===== src/rtl/pokey_chan_divider.sv =====
`default_nettype none
// ============================================================================
//  Module      : pokey_chan_divider
//  Description : POKEY-style audio channel divider. Latches a frequency
//                divisor from the data bus, down-counts on count requests,
//                generates the borrow, its own reload strobe, a one-cycle
//                channel pulse and a square-wave toggle output.
//                All state changes on the falling edge of clk, gated by enn.
//  Options     : `define CHAN_LINK_EN to count only when the lower channel
//                borrows (nBOR_in low), so two instances form a 16-bit divider.
//  Revision    : 1.0 - initial release
// ============================================================================
module pokey_chan_divider #(
  parameter int WIDTH = 8
) (
  input  logic             clk,
  input  logic             reset,
  input  logic             enn,
  input  logic [WIDTH-1:0] D,
  input  logic             WR,
  input  logic             CR,
  input  logic             FRC,
  input  logic             nBOR_in,
  output logic             nBOR,
  output logic [WIDTH-1:0] CNT,
  output logic             CHOUT,
  output logic             TGL
);

  localparam logic [WIDTH-1:0] C_ALL_ONES = {WIDTH{1'b1}};
  localparam logic [WIDTH-1:0] C_ZERO     = {WIDTH{1'b0}};

  logic [WIDTH-1:0] audf;
  logic [WIDTH-1:0] cnt;
  logic             ld;
  logic             tgl;

  logic             cr_eff;
  logic             cnt_zero;
  logic             bor;

`ifdef CHAN_LINK_EN
  // Linked mode: count only when the lower channel signals its borrow.
  assign cr_eff = CR & ~nBOR_in;
`else
  // Standalone mode: the borrow input is present but has no effect.
  logic unused_nbor_in;
  assign unused_nbor_in = nBOR_in;
  assign cr_eff         = CR;
`endif

  assign cnt_zero = (cnt == C_ZERO);

  // A borrow is a count request arriving at zero while no reload is pending.
  assign bor  = ~ld & cr_eff & cnt_zero;
  assign nBOR = ~bor;

  assign CNT   = cnt;
  assign CHOUT = ld;
  assign TGL   = tgl;

  // Divisor register; only consulted at a reload, so a running count is untouched.
  always_ff @(negedge clk or posedge reset) begin
    if (reset) begin
      audf <= C_ZERO;
    end else if (enn && WR) begin
      audf <= D;
    end
  end

  // Counter, reload-pending flag and toggle, in strict priority order.
  always_ff @(negedge clk or posedge reset) begin
    if (reset) begin
      cnt <= C_ZERO;
      ld  <= 1'b0;
      tgl <= 1'b0;
    end else if (enn) begin
      if (ld) begin
        // Reload cycle: pre-write audf is used, count request is ignored.
        cnt <= audf;
        ld  <= 1'b0;
        tgl <= ~tgl;
      end else if (FRC) begin
        ld  <= 1'b1;
      end else if (cr_eff) begin
        if (cnt_zero) begin
          cnt <= C_ALL_ONES;
          ld  <= 1'b1;
        end else begin
          cnt <= cnt - 1'b1;
        end
      end
    end
  end

endmodule
`default_nettype wire

===== config.mk =====
export PLATFORM = sky130hd
export DESIGN_NAME = pokey_chan_divider
export DESIGN_NICKNAME = d
export VERILOG_FILES = /design/src/rtl/pokey_chan_divider.sv
export SDC_FILE = /design/constraint.sdc
export NUM_CORES = 1
export LEC_CHECK = 0
export ABC_AREA = 1
export BUFFER_PORTS_ARGS = -buffer_cell sky130_fd_sc_hd__buf_2
export CAP_MARGIN = 40
export CORE_MARGIN = 2
export CORE_UTILIZATION = 51
export CTS_CLUSTER_DIAMETER = 50
export DETAILED_ROUTE_END_ITERATION = 10
export PLACE_DENSITY = 0.77
export REMOVE_ABC_BUFFERS = 1
export SYNTH_ARGS = -nofsm -noshare
export SYNTH_HDL_FRONTEND = slang
export SYNTH_SLANG_ARGS = --single-unit

===== constraint.sdc =====
create_clock -name clk -period 1.4 [get_ports clk]
set_input_delay 0.21 -clock clk [delete_from_list [all_inputs] [get_ports clk]]
set_output_delay 0.21 -clock clk [all_outputs]
set_load 0.03 [all_outputs]

## Word-level counts from Yosys, hierarchy flattened

Cells that the tools add are included.

| storage, ports and cells | value |
|---|---|
| bits in registers | 18 |
| input port bits | 15 |
| output and inout port bits | 11 |
| logic and storage cells | 24 |

| cells by class | value |
|---|---|
| add/subtract/negate cells | 1 |
| eq/ne operators | 1 |
| mux-type cells | 8 |
| bitwise logic cells | 5 |
| reduce and logical (&&, ||, !) cells | 5 |

Operators by type and width:

| kind | count |
|---|---|
| $mux 8 | 4 |
| $logic_not 8->1 | 1 |
| $sub 8x1->8 const B | 1 |
| $mux 1 | 4 |
| $not 1->1 | 3 |
| $reduce_and 3->1 | 1 |
| $and 1x1->1 | 2 |
| $ne 2x1->1 const B | 1 |
| $reduce_and 2->1 | 1 |
| $reduce_bool 2->1 | 1 |
| $logic_and 1x1->1 | 1 |

## Depth between registers and ports, before layout

| depth | value |
|---|---|
| depth in word-level cells | 5 |
| gate-level depth with buffers | 8 |

==> impl_metrics.env <==
export IMPL_final_cells=207
export IMPL_numPortBuffers=24
export IMPL_gr_usage_all_layers_pct=24.9
export IMPL_syn_area_sq_um=1010
export IMPL_met3_usage_pct=1.85
export IMPL_start_kind="flip-flop"
export IMPL_timing_critical_path_arrival_ps=2130
export IMPL_power_density_nw_per_um2=1980
export IMPL_cts_buffer_depth=2
export IMPL_maxSlewHeadroom_pct=84.9
export IMPL_crit_required_ps=1190
export IMPL_synth_top_cell_by_area="dfrtn_1"
export IMPL_synth_area_mux_share_pct=1.12
export IMPL_route_vias_total=1095
export IMPL_synth_seq_area_share_pct=44.8
export IMPL_grt_pass1_vias=1012
export IMPL_syn_mean_instance_area_sq_um=7.86
export IMPL_antenna_found_initial=0
export IMPL_synthAdderAreaFrac_pct=2.49
export IMPL_htree_levels=1
export IMPL_drc=0
export IMPL_hold_class="flip-flop to flip-flop"
export IMPL_n_antenna_cell=0
export IMPL_dieArea_sq_um=2340
export IMPL_grt_pass1_wl_mm=4.56
export IMPL_setup_violations_final=14
export IMPL_ioPinCount=26
export IMPL_grtUsageMet1_pct=30.1
export IMPL_rsz0062_at_grt="true"
export IMPL_coreArea_sq_um=1900
export IMPL_synth_xor_area_share_pct=1.74
export IMPL_grt_max_degree=19
export IMPL_cts_clk_slew_worst_paths_ps=70
export IMPL_fin_hold_ws_ps=468
export IMPL_end_kind="output port"
export IMPL_met2_usage_pct=46.5
export IMPL_synth_compound_area_share_pct=12.3
export IMPL_worstSetupPathType="flip-flop to output port"
export IMPL_drt_wl_total_mm=3.28
export IMPL_die_h_microns=48.4
export IMPL_grt_overflow=0
export IMPL_status="finished with violations"
export IMPL_cts_made_buffers=3
export IMPL_final_antenna_net_count=0
export IMPL_clk_insertion_delay_late_ps=300
export IMPL_start_util_pct=52.9
export IMPL_drt_pass1_iterations=4
export IMPL_synth_seq_cells=18
export IMPL_drt_iter0_markers=36
export IMPL_finClkSkew_ps=1.78
export IMPL_setup_ws_ps=-939
export IMPL_syn_instance_count=128
export IMPL_postCtsHoldBufs=0
export IMPL_dp_cells=193
export IMPL_rows=16
export IMPL_gr_max_usage_layer="met2"
export IMPL_netlist_top_cells_area="dfrtn_1 45%, nand2_1 13%, inv_1 6.0%, a21oi_1 5.0%, nand3_1 5.0%"
export IMPL_netlist_area_leader_share_pct=44.8
export IMPL_die_x_microns=48.4
export IMPL_ir_drop_uv=1280
export IMPL_yosysWarnings=0
export IMPL_cts_sinks=18
export IMPL_p_leak_nw=0.807
export IMPL_cap_violations=0
export IMPL_violations="negative setup slack"
export IMPL_final_nets=198
export IMPL_place_hpwl_mm=1.77
export IMPL_routabilityCongestion=0.869
export IMPL_wl_per_cell_microns=15.8
export IMPL_finalHoldViolations=0
export IMPL_cts_tree="yes"
export IMPL_layout_drive_gt1_share_pct=47.8
export IMPL_worst_path_max_fanout=3
export IMPL_tightest_slew_ps=226
export IMPL_final_max_slew_viol_count=0
export IMPL_finalSetupTns_ps=-6120
export IMPL_synth_top_family_by_area="simple AND/OR/NAND/NOR gates"
export IMPL_yosys_area_share_simple_pct=28.0
export IMPL_root_buffer="clkbuf_4"
export IMPL_area_growth_pct=58.2
export IMPL_post_synth_num_cell_types=21
export IMPL_routed_via_density=5.29
## per-layer routing
metal | vias up | routed length [microns]
met5 | - | 0
met4 | 0 | 149
met3 | 18 | 154
met2 | 47 | 1730
met1 | 522 | 1250
li1 | 508 | -
## logic make-up after synthesis
kind of cell             Yosys count
AO/OA/AOI/OAI                     21
XOR/XNOR                           2
adder cells (fa/ha/maj)            2
buffers and inverters             20
flip-flops                        18
multiplexers                       1
AND/OR/NAND/NOR                   64
## final timing paths
kind                       startpoint  endpoint  slack (ps)  cells after the start
hold reg to reg               audf[1]   audf[1]         470                      1
setup / recovery               CNT[3]      nBOR        -940                      5
min in group asynchronous       reset   audf[6]         490                      3
setup reg to reg               CNT[1]    CNT[7]         -80                      8
max in group asynchronous       reset    CNT[7]         750                      3
hold / removal                audf[1]   audf[1]         470                      1
## layout by cell type (no fill, tap or decap), types with 3 or more instances in the layout
cell type,instances
buf_4,14
nor2_4,3
clkbuf_4,3
buf_6,22
a21oi_1,8
nand3_2,4
nor2_1,12
nand2_1,30
nand3_1,5
dfrtn_1,18
buf_2,13
inv_1,13
a21oi_2,7
nand2_2,4
inv_2,3
o21ai_0,4
## repair_timing
item / 4_1_cts / 5_1_grt
gates resized for setup: 36 / 26
setup buffers: 10 / 5
cloned: 0 / 1
pin swaps: 4 / 11
setup endpoints to repair: 14 / 20
## Yosys cell counts
cell type	n
a21oi_1	10
a21oi_2	5
buf_2	1
buf_6	1
clkbuf_8	1
dfrtn_1	18
ha_1	2
inv_1	16
inv_4	1
mux2_2	1
nand2_1	34
nand2_2	1
nand2_4	1
nand3_1	10
nand3b_1	1
nor2_1	13
nor2_2	2
nor2_4	1
o21ai_0	6
or2_2	1
xnor2_1	2
## worst max-delay path: stages (launching register included)
cell and delay, ps:
dfrtn_1 380, nor2_2 160, nand2_2 130, nor2_4 160, nand3b_1 130, buf_6 170
## per-stage QoR
| stage | setup WS, ps | cell area, sq um | total power, mW | utilization [%] |
|---|---|---|---|---|
| 2_1_floorplan | -870 | 976 | 1.56 | - |
| 3_3_place_gp | -609 | 1270 | 2.03 | 66.8 |
| 3_5_place_dp | -663 | 1270 | 2.09 | 66.8 |
| 4_1_cts | -875 | 1480 | 2.79 | 77.6 |
| 5_1_grt | -984 | 1590 | 3.29 | 83.7 |
| 6_report | -939 | 1590 | 3.14 | 83.7 |
## registers in the layout (all words and copies together), names as in the netlist
| register | count |
|---|---|
| CNT | 8 |
| audf | 8 |
| CHOUT | 1 |
| TGL | 1 |
## layout make-up
cell class | instances | area, sq um
clock buffer | 4 | 36.3
fill | 106 | 310
inverter | 17 | 71.3
multi-input combinational | 90 | 556
sequential | 18 | 450
tap | 27 | 33.8
timing repair buffer | 50 | 438
timing repair inverter | 1 | 6.26
## power by group
group / internal (mW) / total, mW / switching, mW
clock network: 0.159 / 0.331 / 0.172
logic: 0.926 / 2.02 / 1.10
registers: 0.680 / 0.790 / 0.111
total: 1.76 / 3.14 / 1.38
(Power assumes the default switching activity.)
